### config.mk
export PLATFORM = sky130hd
export DESIGN_NAME = mul10_sequencer
export DESIGN_NICKNAME = d
export VERILOG_FILES = /design/src/rtl/mul10_pkg.sv /design/src/rtl/mul10_sequencer_sync_fifo.sv /design/src/rtl/mul10_sequencer.sv
export SDC_FILE = /design/constraint.sdc
export NUM_CORES = 1
export LEC_CHECK = 0
export CAP_MARGIN = 10
export CORE_MARGIN = 10
export CORE_UTILIZATION = 40
export CTS_CLUSTER_SIZE = 28
export DETAILED_ROUTE_END_ITERATION = 12
export GPL_TIMING_DRIVEN = 0
export SYNTH_ARGS = -nofsm -noshare
export SYNTH_HDL_FRONTEND = slang
export SYNTH_SLANG_ARGS = --single-unit
### constraint.sdc
create_clock -name clk -period 2.83 [get_ports clk]
set_input_delay 0.566 -clock clk [delete_from_list [all_inputs] [get_ports clk]]
set_output_delay 0.566 -clock clk [all_outputs]
set_load 0.005 [all_outputs]
### src/rtl/mul10_pkg.sv
// Shared types and constants for the 10x10 multiply sequencer.
// Optional feature macro: MUL10_SEQ_ZERO_BYPASS_EN (zero-operand fast path).
package mul10_pkg;

  localparam int OP_W      = 10;
  localparam int PROD_W    = 20;
  // Widest request tag the request record can carry; TAG_W must not exceed it.
  localparam int TAG_MAX_W = 8;

  typedef enum logic [1:0] {
    IDLE  = 2'd0,
    START = 2'd1,
    WAIT  = 2'd2,
    RESP  = 2'd3
  } state_t;

  typedef struct packed {
    logic [OP_W-1:0]      a;
    logic [OP_W-1:0]      b;
    logic [TAG_MAX_W-1:0] tag;
  } req_t;

endpackage

### src/rtl/mul10_sequencer_sync_fifo.sv
// Synchronous show-ahead FIFO: head entry is visible on rdata_o while not empty.
// Power-of-two DEPTH so pointers wrap by natural overflow; level_q tells full from empty.
module sync_fifo #(
  parameter int WIDTH = 8,
  parameter int DEPTH = 4,
  localparam int AW   = $clog2(DEPTH),
  localparam int LW   = $clog2(DEPTH) + 1
) (
  input  logic             clk,
  input  logic             rst,
  input  logic             push_i,
  input  logic [WIDTH-1:0] wdata_i,
  input  logic             pop_i,
  output logic [WIDTH-1:0] rdata_o,
  output logic             full_o,
  output logic             empty_o,
  output logic [LW-1:0]    level_o
);

  logic [WIDTH-1:0] mem_q [DEPTH];
  logic [AW-1:0]    wr_ptr_q;
  logic [AW-1:0]    rd_ptr_q;
  logic [LW-1:0]    level_q;
  logic             do_push;
  logic             do_pop;

  assign full_o  = (level_q == LW'(DEPTH));
  assign empty_o = (level_q == '0);
  assign level_o = level_q;
  assign rdata_o = mem_q[rd_ptr_q];
  assign do_push = push_i && !full_o;
  assign do_pop  = pop_i && !empty_o;

  // Storage array: written at the tail, no reset needed since pointers gate validity.
  always_ff @(posedge clk) begin
    if (do_push) begin
      mem_q[wr_ptr_q] <= wdata_i;
    end
  end

  // Pointer and occupancy bookkeeping; simultaneous push and pop leaves level unchanged.
  always_ff @(posedge clk or posedge rst) begin
    if (rst) begin
      wr_ptr_q <= '0;
      rd_ptr_q <= '0;
      level_q  <= '0;
    end else begin
      if (do_push) wr_ptr_q <= wr_ptr_q + AW'(1);
      if (do_pop)  rd_ptr_q <= rd_ptr_q + AW'(1);
      case ({do_push, do_pop})
        2'b10:   level_q <= level_q + LW'(1);
        2'b01:   level_q <= level_q - LW'(1);
        default: level_q <= level_q;
      endcase
    end
  end

endmodule

### src/rtl/mul10_sequencer.sv
// Request FIFO in front of an external karatsuba_10b multiplier: pops one
// request at a time, pulses start for START_CYCLES, waits for done, then
// presents the product with its tag until the consumer accepts it.
// Optional macro MUL10_SEQ_ZERO_BYPASS_EN: zero operands skip the multiplier.
module mul10_sequencer
  import mul10_pkg::*;
#(
  parameter int DEPTH        = 4,
  parameter int START_CYCLES = 2,
  parameter int TAG_W        = 3,
  localparam int LVL_W       = $clog2(DEPTH) + 1
) (
  input  logic              clk,
  input  logic              rst,
  input  logic              in_valid,
  output logic              in_ready,
  input  logic [OP_W-1:0]   in_a,
  input  logic [OP_W-1:0]   in_b,
  input  logic [TAG_W-1:0]  in_tag,
  output logic              out_valid,
  input  logic              out_ready,
  output logic [PROD_W-1:0] out_s,
  output logic [TAG_W-1:0]  out_tag,
  output logic              mul_start,
  output logic [OP_W-1:0]   mul_a,
  output logic [OP_W-1:0]   mul_b,
  input  logic [PROD_W-1:0] mul_s,
  input  logic              mul_done,
  output logic [LVL_W-1:0]  level
);

  localparam int CNT_W = $clog2(START_CYCLES + 1);

  state_t             state_q;
  req_t               op_q;
  logic [CNT_W-1:0]   cnt_q;
  logic               mul_start_q;
  logic               out_valid_q;
  logic [PROD_W-1:0]  out_s_q;
  logic [TAG_W-1:0]   out_tag_q;
  logic               ready_en_q;

  req_t               in_req;
  req_t               head;
  logic               fifo_full;
  logic               fifo_empty;
  logic               push;
  logic               pop;
  logic               zero_hit;

  assign in_req   = '{a: in_a, b: in_b, tag: TAG_MAX_W'(in_tag)};
  assign in_ready = ready_en_q && !fifo_full;
  assign push     = in_valid && in_ready;
  // Pop only from IDLE, so a freshly pushed entry is seen one cycle later at the earliest.
  assign pop      = (state_q == IDLE) && !fifo_empty;

`ifdef MUL10_SEQ_ZERO_BYPASS_EN
  assign zero_hit = (head.a == '0) || (head.b == '0);
`else
  assign zero_hit = 1'b0;
`endif

  sync_fifo #(
    .WIDTH ($bits(req_t)),
    .DEPTH (DEPTH)
  ) u_fifo (
    .clk     (clk),
    .rst     (rst),
    .push_i  (push),
    .wdata_i (in_req),
    .pop_i   (pop),
    .rdata_o (head),
    .full_o  (fifo_full),
    .empty_o (fifo_empty),
    .level_o (level)
  );

  // Hold off in_ready until the first clock edge after reset release.
  always_ff @(posedge clk or posedge rst) begin
    if (rst) ready_en_q <= 1'b0;
    else     ready_en_q <= 1'b1;
  end

  // Operation sequencer with all handshake and multiplier outputs registered.
  always_ff @(posedge clk or posedge rst) begin
    if (rst) begin
      state_q     <= IDLE;
      op_q        <= '0;
      cnt_q       <= '0;
      mul_start_q <= 1'b0;
      out_valid_q <= 1'b0;
      out_s_q     <= '0;
      out_tag_q   <= '0;
    end else begin
      case (state_q)
        IDLE: begin
          if (!fifo_empty) begin
            op_q <= head;
            if (zero_hit) begin
              out_s_q     <= '0;
              out_tag_q   <= TAG_W'(head.tag);
              out_valid_q <= 1'b1;
              state_q     <= RESP;
            end else begin
              cnt_q       <= '0;
              mul_start_q <= 1'b1;
              state_q     <= START;
            end
          end
        end
        START: begin
          if (cnt_q == CNT_W'(START_CYCLES - 1)) begin
            mul_start_q <= 1'b0;
            state_q     <= WAIT;
          end else begin
            cnt_q <= cnt_q + CNT_W'(1);
          end
        end
        WAIT: begin
          if (mul_done) begin
            out_s_q     <= mul_s;
            out_tag_q   <= TAG_W'(op_q.tag);
            out_valid_q <= 1'b1;
            state_q     <= RESP;
          end
        end
        RESP: begin
          if (out_ready) begin
            out_valid_q <= 1'b0;
            state_q     <= IDLE;
          end
        end
        default: state_q <= IDLE;
      endcase
    end
  end

  // Operands come straight from the operand register, stable from START through WAIT.
  assign mul_start = mul_start_q;
  assign mul_a     = op_q.a;
  assign mul_b     = op_q.b;
  assign out_valid = out_valid_q;
  assign out_s     = out_s_q;
  assign out_tag   = out_tag_q;

endmodule

Word-level counts from Yosys, hierarchy flattened
Memory sizes are Yosys's and may differ from the RTL's. A register that Yosys moved wholly into a read port is not among the register bits. Index checks and enable logic that the tools add are counted.

$add $sub $neg: 5. Equality and inequality tests: 12. Mux-type cells: 17. Bitwise gates (word level): 1. Reduce and logical (&&, ||, !) cells: 18.

Operators with widths (count): 2-bit two-way mux (6); 2-bit != test, second input constant (5); 3-bit AND reduction (3); 2-bit case mux with 4 select lines (1); 2-bit by 1-bit adder with 2-bit output, second input constant (3); 2-bit by 1-bit == test with 1-bit output, second input constant (3); 2-bit == test, second input constant (3); 1-bit two-way mux (6); 3-bit case mux with 2 select lines (1); 2-bit nonzero test (3); 1-bit logical AND (5); 1-bit case mux with 2 select lines (2); 2-bit case mux with 2 select lines (1); 2-bit AND reduction (2); 4-bit AND reduction (1); 3-bit by 1-bit adder with 3-bit output, second input constant (1); 3-bit == test, second input constant (1); 3-bit logical NOT (1); 3-bit by 1-bit subtractor with 3-bit output, second input constant (1); 1-bit logical NOT (2); 2-bit logical NOT (1); 1-bit inverter (1).

Register bits: 37. Bits in writable memories: 92. Input port bits: 48. Output and inout port bits: 49. Logic and storage cells: 64. Memories kept: 1.

Memories: u_fifo.mem_q (depth 4, width 23, read ports 1, clocked after memory_dff 1, wr ports 1, RTL line mul10_sequencer_sync_fifo.sv:20) `logic [WIDTH-1:0] mem_q [DEPTH];`.

Longest topological paths before layout
Gate-level depths: netlist of run 1.

Word-level depth: 7. Mapped depth: 11. Mapped depth without buffers: 10.

By module
Synthesis of run 1 repeated with hierarchy kept, for this count alone.

Cells, all modules: 351. Area, all modules: 6940.4 um^2.

By module, submodules not included: sync_fifo (times used 1, cells an instance 184, area each 4491.8 um^2, sequential area each 3538.4 um^2); mul10_sequencer (times used 1, cells an instance 167, area each 2448.6 um^2, sequential area each 1326.3 um^2).

Least setup slack after synthesis of run 1
OpenSTA, ideal clock, no wires.

Path type: register -> register. Start: register state_q[0]. End: register u_fifo.level_q[2], in the netlist u_fifo.level_o[2]. Library setup time: 80 ps. Data arrival time: 2077 ps. Data required time: 2750 ps. Setup slack: 673 ps. Stages on the path, launching flop included: 12. Path buffers: 1. Period minus slack after synthesis: 2157 ps. Cell sequence: dfrtp_1 -> inv_1 -> ha_1 -> o31ai_4 -> inv_2 -> buf_2 -> ha_1 -> inv_1 -> fa_1 -> xor2_1 -> nor2_1 -> xnor2_1.

Cells in the longest elaborated chain, start to end: 5. Elaborated cells between the ends (all ways): 7. Those cells by class: eq/ne: 2; mux: 1; reduce/logical: 4.

Ends and longest elaborated chain: start, declared (RTL line mul10_sequencer.sv:34) `state_t state_q;`; start signal, assigned (RTL line mul10_sequencer.sv:87) `state_q <= IDLE;`; start signal, assigned (RTL line mul10_sequencer.sv:103) `state_q <= RESP;`; start signal, assigned (RTL line mul10_sequencer.sv:107) `state_q <= START;`; 2-bit logical NOT (*) (RTL line mul10_sequencer.sv:55) `assign pop = (state_q == IDLE) && !fifo_empty;`; 1-bit logical AND (*) (RTL line mul10_sequencer.sv:55); via pop (RTL line mul10_sequencer.sv:48) `logic pop;`; 1-bit logical AND (*) (RTL line mul10_sequencer_sync_fifo.sv:32) `assign do_pop = pop_i && !empty_o;`; 2-bit by 1-bit == test with 1-bit output or 2-bit == test (tied branches) (RTL line mul10_sequencer_sync_fifo.sv:50) `case ({do_push, do_pop})`; 3-bit case mux with 2 select lines or 2-bit nonzero test (tied branches); end signal, assigned (RTL line mul10_sequencer_sync_fifo.sv:51) `2'b10: level_q <= level_q + LW'(1);`; end signal, assigned (RTL line mul10_sequencer_sync_fifo.sv:52) `2'b01: level_q <= level_q - LW'(1);`; end signal, assigned (RTL line mul10_sequencer_sync_fifo.sv:53) `default: level_q <= level_q;`; end, declared (RTL line mul10_sequencer_sync_fifo.sv:23) `logic [LW-1:0] level_q;`.

The timed path passes the listed nets; every way through them passes the cells marked *. A chain may end at the register's enable or synchronous reset.

Final worst setup path of run 1
Same ends and word-level chain as after synthesis.

==> results of run 1 <==
==> routing by layer <==
layer	vias up	wire length, µm
met5	-	0
met4	0	165
met3	14	689
met2	89	5920
met1	1653	5170
li1	1513	-
==> Yosys cell counts, types with 3 or more instances <==
| cell type | n |
|---|---|
| edfxtp_1 | 92 |
| nand2_1 | 72 |
| dfrtp_1 | 60 |
| mux2_2 | 24 |
| mux4_2 | 23 |
| buf_4 | 22 |
| inv_1 | 12 |
| ha_1 | 11 |
| buf_2 | 9 |
| xnor2_1 | 5 |
| and2_2 | 4 |
| nor2_1 | 4 |
| mux2i_1 | 3 |
| nor2b_1 | 3 |
==> per-stage QoR <==
step / TNS [ps] / setup WS [ps]
5_1_grt: 0 / 88.9
3_3_place_gp: -30700 / -519
6_report: 0 / 320
2_1_floorplan: 0 / 673
3_5_place_dp: 0 / 294
4_1_cts: 0 / 265
==> how the worst max path moves through the flow <==
stage / end / slack, ps / cells past startpoint
CTS: u_fifo.level_o[2]$_DFFE_PP0P_ / 270 / 11
detailed placement: u_fifo.level_o[2]$_DFFE_PP0P_ / 290 / 11
finish: u_fifo.level_o[2]$_DFFE_PP0P_ / 320 / 11
floorplan: u_fifo.level_o[2]$_DFFE_PP0P_ / 670 / 11
global route: u_fifo.level_o[2]$_DFFE_PP0P_ / 90 / 11
global placement: mul_a[0]$_DFFE_PP0P_ / -520 / 2
==> cell families after synthesis <==
| family | Yosys count | share of synthesized area |
|---|---|---|
| DFF | 152 | 0.703 |
| xor gates and xnor gates | 6 | 0.00866 |
| and+or+nand+nor | 85 | 0.0600 |
| other | 1 | 0.000618 |
| adders and majority gates | 12 | 0.0260 |
| AOI/OAI and AO/OA | 9 | 0.0173 |
| muxes | 52 | 0.139 |
| buffers and inverters | 46 | 0.0452 |
==> where the power goes <==
| group | internal [W] | switching [W] | total, W |
|---|---|---|---|
| Combinational | 0.00170 | 0.00125 | 0.00294 |
| Sequential | 0.00295 | 0.000279 | 0.00323 |
| Clock | 0.00173 | 0.000866 | 0.00259 |
| Total | 0.00637 | 0.00239 | 0.00876 |
==> tightest hold or removal path, cell delays in order, from the launching register on <==
cell	delay [ps]
dfrtp_1	340
nand2_1	50
nand2_1	50
==> state kept, by name (all words and copies together), names as in the netlist <==
register / flops
u_fifo.mem_q: 92
out_s: 20
mul_a: 10
mul_b: 10
op_q: 3
out_tag: 3
u_fifo.level_o: 3
cnt_q: 2
state_q: 2
u_fifo.rd_ptr_q: 2
u_fifo.wr_ptr_q: 2
mul_start: 1
out_valid: 1
ready_en_q: 1
==> layout make-up <==
cell class / count / share of cell area
flip-flops and latches: 152 / 0.536
multi-input cells: 165 / 0.192
repair buffers: 97 / 0.123
clock buffers: 21 / 0.0591
well taps: 184 / 0.0289
plain buffers: 33 / 0.0283
clock inverters: 11 / 0.0269
inverters: 13 / 0.00613
==> flow_metrics.env, run 1 <==
export IMPL_layout_cells_most_common="clkdlybuf4s50_1"
export IMPL_timing_hold_worst_endpoint="mul_a[0]$_DFFE_PP0P_"
export IMPL_whs_path_depth=2
export IMPL_cp_cell_sequence="inv_1 -> ha_1 -> o31ai_4 -> inv_2 -> buf_2 -> ha_1 -> inv_1 -> fa_1 -> xor2_1 -> nor2_1 -> xnor2_1"
export IMPL_synth_area_per_cell_um2=16.7
export IMPL_final_layout_size_suffix_gt1_frac=0.248
export IMPL_postRouteAntennaNets=0
export IMPL_yosysTopAreaCell="edfxtp_1"
export IMPL_path_max_fanout=10
export IMPL_slew_headroom=0.536
export IMPL_fillCellCount=1194
export IMPL_setup_repair_after_global_routing_missed_its_margin="false"
export IMPL_detailed_place_area_mm2=0.00728
export IMPL_core_mm2=0.0147
export IMPL_hold_ws_ps=475
export IMPL_drt_iter0_drc=149
export IMPL_cap_viol_max_count=0
export IMPL_final_std_cells_w_o_fill=676
export IMPL_grt_first_pass_wirelength_mm=18.6
export IMPL_first_pass_iters=5
export IMPL_hold_path_class="flop to flop"
export IMPL_netlist_area_leader_share=0.455
export IMPL_mapped_cell_area_mm2=0.00607
export IMPL_seq_area_frac_synth=0.703
export IMPL_cp_data_required_time_ps=3160
export IMPL_ff_to_ff_end="u_fifo.level_o[2]$_DFFE_PP0P_"
export IMPL_postSynth_asyncResetShare=0.395
export IMPL_groute_layer_met2_usage=0.200
export IMPL_initial_standard_cell_utilization_of_the_core=0.413
export IMPL_critPathMaxStageDelay_ps=410
export IMPL_clock_tree_from_tritoncts="built"
export IMPL_ys_ff_latch=152
export IMPL_worst_slew_pin_slew_ps=696
export IMPL_gr_usage_all_layers=0.119
export IMPL_clock_root_buffer="clkbuf_16"
export IMPL_finalCritPeriodShare=0.887
export IMPL_via_per_inst=4.84
export IMPL_grt_busiest_layer="met2"
export IMPL_clock_fmax_mhz=398
export IMPL_max_vdd_ir_drop_mv=0.489
export IMPL_timing_reg2reg_setup_slack_ps=320
export IMPL_power_per_cell_area_mw_per_mm2=1100
export IMPL_critical_path_n_buffers_inverters=4
export IMPL_vias=3269
export IMPL_worst_path_dominant_cell_family="adder cells"
export IMPL_timing_final_max_slew_violations=0
export IMPL_number_of_unique_standard_cell_types_used_by_synthesis=33
export IMPL_multi_input_comb_area_mm2=0.00153
export IMPL_area_growth_syn_to_layout_pct=31.3
export IMPL_leakage_nw=3.14
export IMPL_die_x_um=143
export IMPL_grt_use_met3=0.0358
export IMPL_global_route_overflow_total=0
export IMPL_synth_edf_count=92
export IMPL_finish_net_count=539
export IMPL_routed_wire_length_per_instance_um=17.7
export IMPL_synth_top_flop_cell="edfxtp_1"
export IMPL_endpoint_kind="flop"
export IMPL_timing_final_setup_violations=0
export IMPL_port_buffers=96
export IMPL_totalPowerFinal_w=0.00876
export IMPL_routed_wirelength_mm=11.9
export IMPL_slowest_stage="dfrtp_1"
export IMPL_cts_repair_resize_count=0
export IMPL_finalWorstPathRequiredPeriod_ps=2510
export IMPL_status="completed"
export IMPL_cts_buffers=17
export IMPL_final_cell_area_mm2=0.00796
export IMPL_cts_setup_buffers=0
export IMPL_rd_place_congestion=0.705
export IMPL_antenna_found_initial=0
export IMPL_clock_path_buffers=2
export IMPL_met1_usage=0.139
export IMPL_cts_htree_levels=4
export IMPL_synth_area_leaders="edfxtp_1 46%, dfrtp_1 25%, mux4_2 8.5%, nand2_1 4.5%, mux2_2 4.5%"
export IMPL_netlist_instances=363
export IMPL_vertical_die_dimension_um=143
export IMPL_r2r_start="state_q[0]$_DFFE_PP0P_"
export IMPL_final_cell_mix="96 x clkdlybuf4s50_1, 92 x edfxtp_1, 72 x nand2_1"
export IMPL_min_delay_start="mul_a[0]$_DFFE_PP0P_"
export IMPL_rr_worst_depth=11
export IMPL_synthesis_nets=423
export IMPL_crit_arrival_ps=2840
export IMPL_count_of_pins_on_the_block_boundary=97
export IMPL_clock_sinks=152
export IMPL_std_cell_rows=44
export IMPL_finalHoldViolCount=0
export IMPL_fin_util=0.542
export IMPL_design_die_area_mm2=0.0205
export IMPL_path_clk_slew_ps=60
export IMPL_critPathKind="flop to flop"
export IMPL_pin_count_of_the_biggest_net_entering_global_routing=38
export IMPL_ys_warn_count=0
export IMPL_antenna_cells=0
export IMPL_first_global_vias=3432
export IMPL_seqCellArea_mm2=0.00426
export IMPL_cts_hold_buffers=0
export IMPL_worst_setup_path_startpoint="state_q[0]$_DFFE_PP0P_"
export IMPL_drc_errors=0
export IMPL_setup_skew_ps=11.1
export IMPL_worst_setup_path_start_kind="flop"
export IMPL_place_inst=644
export IMPL_worst_skew_pair_late_latency_ps=420
export IMPL_detailed_place_hpwl_mm=7.76
No activity file was read; power rests on OpenSTA's default activity.
==> run 2: changes to the inputs <==
- ABC_CLOCK_PERIOD_IN_PS: default -> 2830
==> results of run 2 <==
Same layout as run 1: the final DEF is identical, and so are final timing and power.
